[config.mk]
export PLATFORM = sky130hd
export DESIGN_NAME = priority_encoder_seg
export DESIGN_NICKNAME = d
export VERILOG_FILES = /design/src/rtl/priority_encoder_seg.sv
export SDC_FILE = /design/constraint.sdc
export NUM_CORES = 1
export LEC_CHECK = 0
export CORE_UTILIZATION = 52
export CTS_CLUSTER_DIAMETER = 30
export DETAILED_ROUTE_END_ITERATION = 8
export GPL_TIMING_DRIVEN = 0
export PLACE_DENSITY = 0.8
export SYNTH_ARGS = -nofsm -noshare
export SYNTH_HDL_FRONTEND = slang
export SYNTH_SLANG_ARGS = --single-unit
[constraint.sdc]
create_clock -name clk_i -period 2.4 [get_ports clk_i]
set_clock_uncertainty 0.05 [all_clocks]
set_input_delay 0.48 -clock clk_i [delete_from_list [all_inputs] [get_ports clk_i]]
set_output_delay 0.48 -clock clk_i [all_outputs]
set_load 0.01 [all_outputs]
[src/rtl/priority_encoder_seg.sv]
// Segmented two-ended priority encoder: highest/lowest set bit as one-hot and index, plus empty flag.
// Latency: s cycles from accept to data_val_o (s = scan depth needed by the slower search, 1..NSEG).
// Backpressure: data_ready_o is low for the whole scan; data_val_i is ignored while busy, never queued.
module priority_encoder_seg #(
    parameter int WIDTH     = 16,
    parameter int SEG_WIDTH = 4,
    localparam int IDX_W    = ($clog2(WIDTH) > 1) ? $clog2(WIDTH) : 1
) (
    input  logic             clk_i,
    input  logic             srst_i,
    input  logic [WIDTH-1:0] data_i,
    input  logic             data_val_i,
    output logic             data_ready_o,
    output logic [WIDTH-1:0] data_left_o,
    output logic [WIDTH-1:0] data_right_o,
    output logic [IDX_W-1:0] data_left_idx_o,
    output logic [IDX_W-1:0] data_right_idx_o,
    output logic             data_empty_o,
    output logic             data_val_o
);

    localparam int NSEG  = (WIDTH + SEG_WIDTH - 1) / SEG_WIDTH;
    localparam int PAD_W = NSEG * SEG_WIDTH;
    localparam int KW    = (NSEG > 1) ? $clog2(NSEG) : 1;
    localparam logic [KW-1:0] K_LAST = KW'(NSEG - 1);

    typedef enum logic {IDLE, SCAN} state_e;

    typedef struct packed {
        logic [WIDTH-1:0] left;
        logic [WIDTH-1:0] right;
        logic [IDX_W-1:0] left_idx;
        logic [IDX_W-1:0] right_idx;
        logic             empty;
    } result_t;

    state_e           state_q;
    state_e           state_d;
    logic [WIDTH-1:0] data_q;
    logic [PAD_W-1:0] data_pad;
    logic [KW-1:0]    k_q;
    logic             l_found_q;
    logic             r_found_q;
    logic [IDX_W-1:0] l_idx_q;
    logic [IDX_W-1:0] r_idx_q;
    logic             l_hit;
    logic             r_hit;
    logic [IDX_W-1:0] l_new;
    logic [IDX_W-1:0] r_new;
    logic             l_found_d;
    logic             r_found_d;
    logic [IDX_W-1:0] l_idx_d;
    logic [IDX_W-1:0] r_idx_d;
    logic             accept;
    logic             done;
    result_t          res_d;
    result_t          res_q;
    logic             val_q;

    // Bits beyond WIDTH in the top segment are padded with zero so they never hit.
    assign data_pad = PAD_W'(data_q);

    // Left search looks at segment NSEG-1-k, right search at segment k.
    always_comb begin
        l_hit = 1'b0;
        l_new = '0;
        r_hit = 1'b0;
        r_new = '0;
        for (int j = 0; j < NSEG; j++) begin
            if (KW'(NSEG - 1 - j) == k_q) begin
                for (int b = 0; b < SEG_WIDTH; b++) begin
                    if (data_pad[j*SEG_WIDTH + b]) begin
                        l_hit = 1'b1;
                        l_new = IDX_W'(j*SEG_WIDTH + b);
                    end
                end
            end
            if (KW'(j) == k_q) begin
                for (int b = SEG_WIDTH - 1; b >= 0; b--) begin
                    if (data_pad[j*SEG_WIDTH + b]) begin
                        r_hit = 1'b1;
                        r_new = IDX_W'(j*SEG_WIDTH + b);
                    end
                end
            end
        end
    end

    always_comb begin
        l_found_d = l_found_q;
        l_idx_d   = l_idx_q;
        r_found_d = r_found_q;
        r_idx_d   = r_idx_q;
        if (!l_found_q && l_hit) begin
            l_found_d = 1'b1;
            l_idx_d   = l_new;
        end
        if (!r_found_q && r_hit) begin
            r_found_d = 1'b1;
            r_idx_d   = r_new;
        end
    end

    assign accept = data_val_i && (state_q == IDLE);
    assign done   = (state_q == SCAN) && ((l_found_d && r_found_d) || (k_q == K_LAST));

    // Indices stay at their cleared value of 0 when nothing is found, giving the all-zero response.
    always_comb begin
        res_d           = '0;
        res_d.left_idx  = l_idx_d;
        res_d.right_idx = r_idx_d;
        res_d.empty     = !l_found_d;
        for (int i = 0; i < WIDTH; i++) begin
            res_d.left[i]  = l_found_d && (IDX_W'(i) == l_idx_d);
            res_d.right[i] = r_found_d && (IDX_W'(i) == r_idx_d);
        end
    end

    always_ff @(posedge clk_i) begin
        if (srst_i) begin
            state_q <= IDLE;
        end else begin
            state_q <= state_d;
        end
    end

    always_comb begin
        state_d = state_q;
        case (state_q)
            IDLE:    if (data_val_i) state_d = SCAN;
            SCAN:    if (done)       state_d = IDLE;
            default: state_d = IDLE;
        endcase
    end

    always_comb begin
        data_ready_o = (state_q == IDLE);
    end

    always_ff @(posedge clk_i) begin
        if (srst_i) begin
            data_q    <= '0;
            k_q       <= '0;
            l_found_q <= 1'b0;
            r_found_q <= 1'b0;
            l_idx_q   <= '0;
            r_idx_q   <= '0;
            res_q     <= '0;
            val_q     <= 1'b0;
        end else begin
            val_q <= done;
            if (accept) begin
                data_q    <= data_i;
                k_q       <= '0;
                l_found_q <= 1'b0;
                r_found_q <= 1'b0;
                l_idx_q   <= '0;
                r_idx_q   <= '0;
            end else if (state_q == SCAN && !done) begin
                k_q       <= k_q + KW'(1);
                l_found_q <= l_found_d;
                r_found_q <= r_found_d;
                l_idx_q   <= l_idx_d;
                r_idx_q   <= r_idx_d;
            end
            if (done) begin
                res_q <= res_d;
            end
        end
    end

    assign data_left_o      = res_q.left;
    assign data_right_o     = res_q.right;
    assign data_left_idx_o  = res_q.left_idx;
    assign data_right_idx_o = res_q.right_idx;
    assign data_empty_o     = res_q.empty;
    assign data_val_o       = val_q;

endmodule

== Word level (Yosys, flattened, before mapping) ==
Cells that the tools add are included.

* Bits in latches: 0
* Memory bits (read-only): 0
* Bits of input ports: 19
* Logic and storage cells: 182
* Memories kept: 0
* Memory bits (writable): 0
* Flip-flop bits (word level): 71

* Add/subtract/negate cells: 1
* Reductions and logical operators: 47
* Shift operators: 0
* Mux-type cells: 86
* $lt $le $gt $ge: 0
* Bitwise operators: 1
* $mul: 0
* Eq/ne operators: 34
* Div/mod/pow operators: 0

{| class="wikitable"
|+ Operator list
! cell !! count
|-
| $mux W4 || 39
|-
| $eq A4 B4 Y1 const A || 16
|-
| $mux W1 || 45
|-
| $logic_and A1 B1 Y1 || 38
|-
| $eq A3 B4 Y1 const A || 8
|-
| $eq A2 B4 Y1 const A || 4
|-
| $eq A1 B4 Y1 const A || 2
|-
| $logic_not A4 Y1 || 2
|-
| $eq A2 B2 Y1 const A || 2
|-
| $logic_not A1 Y1 || 4
|-
| $add A2 B1 Y2 const B || 1
|-
| $eq A1 B2 Y1 const A || 1
|-
| $eq A2 B2 Y1 const B || 1
|-
| $logic_not A2 Y1 || 1
|-
| $mux W2 || 1
|-
| $pmux W1 S2 || 1
|-
| $reduce_or A2 Y1 || 1
|-
| $logic_or A1 B1 Y1 || 1
|-
| $not A1 Y1 || 1
|}

== Depth between registers and ports, before layout ==
* Word-level depth: 27
* Mapped depth: 11
* Mapped depth without buffers: 8

== Worst setup path before layout ==
No wires, ideal clock.

* Path kind: register -> register
* Start point: register k_q[0]
* End point: register res_q (netlist bit data_left_o[13])
* Library setup time: 0.059 ns
* Clock period less this slack: 2.130 ns
* Arrival: 2.021 ns
* Stages on the path, launching flop included: 9
* Path buffers: 1
* Slack: 0.270 ns
* Path through: dfxtp_1 ha_1 buf_2 o41ai_4 nand4_1 nor2_1 or4_1 nor3b_2 a22o_1

* Word-level cells in the longest chain between the ends: 22
* Elaborated cells on any way between the ends: 63
* Those cells by class: eq/ne: 5; mux: 51; reduce/logical: 7

{| class="wikitable"
|+ Ends and longest elaborated chain
! item !! RTL line !! RTL
|-
| start, declared || 41 || <nowiki>logic [KW-1:0] k_q;</nowiki>
|-
| start signal, assigned || 160 || <nowiki>k_q <= k_q + KW'(1);</nowiki>
|-
| branches (longest 22 deep; another with $eq A2 B2 Y1) || n/a ||
|-
| end signal, assigned || 167 || <nowiki>res_q <= res_d;</nowiki>
|-
| end, declared || 57 || <nowiki>result_t res_q;</nowiki>
|}

Several ways; the timed one is not identified.
A chain may end at the register's enable or synchronous reset.

== Final worst setup path ==
* Start point: register k_q[0]
* End point: register res_q (netlist bit data_left_o[4])

The elaborated chain is that of the path after synthesis.

==> summary by stage <==
Cells and area
The post-layout instance area is 4600 sq um. The number of antenna cells inserted is 0. In the layout the commonest cells are dfxtp_1, clkdlybuf4s50_1, nand2_1, a21oi_1, nor2_1. Of the cells placed in the final design, the portion with a size suffix greater than 1 is 0.192. Measured on the finished design, the core utilization comes to 0.763. Counting the fill cells in the layout gives ~420. Leaving out fill and tap cells, the most frequent cell in the layout is dfxtp_1. Relative to the synthesized area, the layout overhead comes to 39.5%. The final net count is 470.

Yosys
The mapped netlist covers 3300 sq um. For this run, asynchronously set or reset flops after synthesis account for 0. The Yosys step of the flow raised 0 warnings. The synthesis-stage register bit count is 71.

The most used flip-flop cell after synthesis is dfxtp_1. The unique cell type count in the Yosys netlist is 58. The cell count after synthesis is 368. Averaged over all synthesized cells, the footprint is 8.96 sq um.

The number of synthesized flops with an enable pin is 0. The register area share after synthesis is 0.431. The number of nets produced by synthesis is just under 400.

Clock network
The register clock-pin slew on the reported worst setup and hold paths is approximately 80 ps. The total clock buffers created by CTS is 9. For the worst-skew pair, the clock arrives at the later sink with an insertion delay of 360 ps. CTS saw 71 sinks. The clock tree from TritonCTS is done. The root buffer cell chosen for the clock tree is clkbuf_8. The clock passes through at most 2 buffers.

CTS built an H-tree with a depth of 3.

Timing
After layout, the minimum clock period comes to 2340 ps. Setup repair after global routing could not meet its margin everywhere. Derived from the worst setup path, the maximum achievable clock frequency is about 0.43 GHz.

The post-route worst hold slack is 405 ps. The sum of negative setup slack is 0 ps. The worst pin sits at a relative slew slack of 0.560. The slew at the pin closest to its max-slew limit is 659 ps.

Dividing the final minimum period by the clock period gives 0.975. The number of max-slew violations in the final report is 0. The final count of hold timing violations is 0. Setup violations remaining at the end of the flow were counted as 0.

Worst setup path
The critical path is of the register to register type. The data required time of the critical path is 2660 ps. Of all nets on the critical path, the largest fanout is 9. The element type at the critical path start is a register. The signal arrival time at the worst endpoint is roughly 2600 ps.

In this run the register-to-register setup slack is ~60 ps. The critical path endpoint category is a register.

Power
VDD sags by at most between 0.5 and 0.6 mV. The cell leakage power is 1.64 nW. Of the total power, the share spent switching nets is 0.301. In this run the power spent charging and discharging nets is 0.953 mW. Of the total power, registers draw 0.410.

The combinational share of power is 0.209. The cell area power density is 687 nW/um^2. The internal power of the cells totals 2.21 mW. Of the total power, the clock network draws 0.381.

GRT
The initial antenna violation count is 0. The overall routing resource usage is 0.286. The largest net degree at the start of global routing is 15. The global-route wire length before repair is approximately 14 mm.

Global routing finished with a remaining overflow of 0. The number of global-route vias before repair came to 2,909.

Floorplan
The horizontal extent of the die is 81.6 microns. The area of the die is 6660 sq um. The initial utilization of the core area, before any placement, comes to 0.547. The core region is 6030 sq um. After floorplanning, the core was divided into 28 placement rows.

The boundary pin count is 62. The vertical extent of the die is 81.6 microns.

Detailed routing
For this run, design rule violations remaining after detail routing come to 0. The length of the first detailed-routing pass in iterations is 5. The wire length per cell after detailed routing is 17.5 microns.

For this block, the routed nets add up to about 9.2 mm of wire. The remaining antenna violation count after routing is 0. The via density per instance is between 6 and 7. Summing over every cut layer, the via total after detailed routing is 3,183.

After the first detailed-routing iteration, the DRC count stood at 251.

Placed design
The detailed placement HPWL is around 6.1 mm. The total cell area at the placement stage is 4000 sq um. Port buffering added between 60 and 70 buffers.

The congestion estimate from routability-driven global placement came to 0.864.

Job
The number of max-cap violations is 0.

Min path
In this run the worst hold path is classified as register to register.

Status
The flow ran to the end, and the final reports show no timing, DRC or antenna violations.
[through the flow]
stage	std cells	power (mW)	worst slack (ps)
final	527	3.16	60.1
after global routing	527	3.29	-28.3
after CTS	520	3.09	21.5
after detailed placement	504	1.86	-92.2
after global placement	504	1.85	-76.3
after floorplan	368	1.68	270
[power by group through the flow]
stage | combinational, mW | clock [mW] | sequential, mW
detailed placement | 0.566 | 0 | 1.29
floorplan | 0.391 | 0 | 1.29
global placement | 0.555 | 0 | 1.29
global route | 0.716 | 1.27 | 1.30
finish | 0.662 | 1.20 | 1.30
CTS | 0.601 | 1.22 | 1.27
[layer usage]
layer / GRT usage / wire length (microns) / vias up
met5: 0 / 0 / -
met4: 0.123 / 310 / 0
met3: 0.0622 / 437 / 34
met2: 0.469 / 4590 / 107
met1: 0.361 / 3860 / 1538
li1: - / - / 1504
[final timing paths]
path	startpoint	to	depth (start not counted)
max	k_q[0]	data_left_o[4]	10
min	data_right_o[13]	data_right_o[13]	2
max reg2reg	k_q[0]	data_left_o[4]	10
min reg2reg	data_right_o[13]	data_right_o[13]	2
[final cells by class]
type                    count  area [sq um]  share of cell area
plain buffers              21           144              0.0313
clock buffers               9           124              0.0269
clock inverters             7           128              0.0278
inverters                  15          61.3              0.0133
multi-input cells         256          1900               0.414
flip-flops and latches     71          1440               0.314
well taps                  75          93.8              0.0204
repair buffers             73           701               0.152
[logic make-up after synthesis]
| group | synth area share |
|---|---|
| AO/OA/AOI/OAI | 0.303 |
| XOR/XNOR | 0.00266 |
| adder cells (fa/ha/maj) | 0.0152 |
| buffers and inverters | 0.0562 |
| flip-flops | 0.431 |
| multiplexers | 0.0270 |
| AND/OR/NAND/NOR | 0.164 |
[critical path, cell delays in order (launching register included)]
cell     delay, ps
dfxtp_4        380
inv_4           90
ha_4           160
buf_8          120
o41ai_4         70
buf_4          160
a41oi_2        330
nor2b_2        100
a31oi_4        390
and3b_2        300
a22o_1         130
[cell usage after synthesis, types with 2 or more instances]
cell type   n  area share
dfxtp_1    71        0.43
o41a_1      2      0.0068
nor3_1      2      0.0030
o21ai_1     3      0.0046
mux2i_1     6       0.018
a211oi_1    8       0.018
and2_1      4      0.0076
o21ai_0    19       0.029
buf_6       2      0.0068
nand2b_1    6       0.011
o41ai_4     2       0.017
nand3_1     3      0.0046
buf_2      13       0.020
nand2_1    50       0.057
o31ai_1    11       0.025
nand4_1     2      0.0038
o41ai_2     5       0.025
nor2_1     28       0.032
a22o_1     14       0.037
o211ai_1    5       0.011
inv_1      15       0.017
ha_1        4       0.015
or3_1       2      0.0038
nor2b_1     7       0.013
a21oi_1    30       0.046
clkbuf_1   10       0.011
a41oi_1     2      0.0053
a32o_1     12       0.036
[state kept, by name (all words and copies together) (netlist names)]
register          flops
data_empty_o          1
data_left_idx_o       4
data_left_o          16
data_pad             16
data_right_idx_o      4
data_right_o         16
data_val_o            1
k_q                   2
l_found_q             1
l_idx_q               4
r_found_q             1
r_idx_q               4
state_q               1
[what timing repair did]
item                       4_1_cts  5_1_grt
cloned                           0        0
buffers inserted                 0       12
hold buffers                     0        0
resized for setup               15       50
pin swaps                        3       14
setup endpoints to repair       37       53
Power figures use the tool's default switching activity.
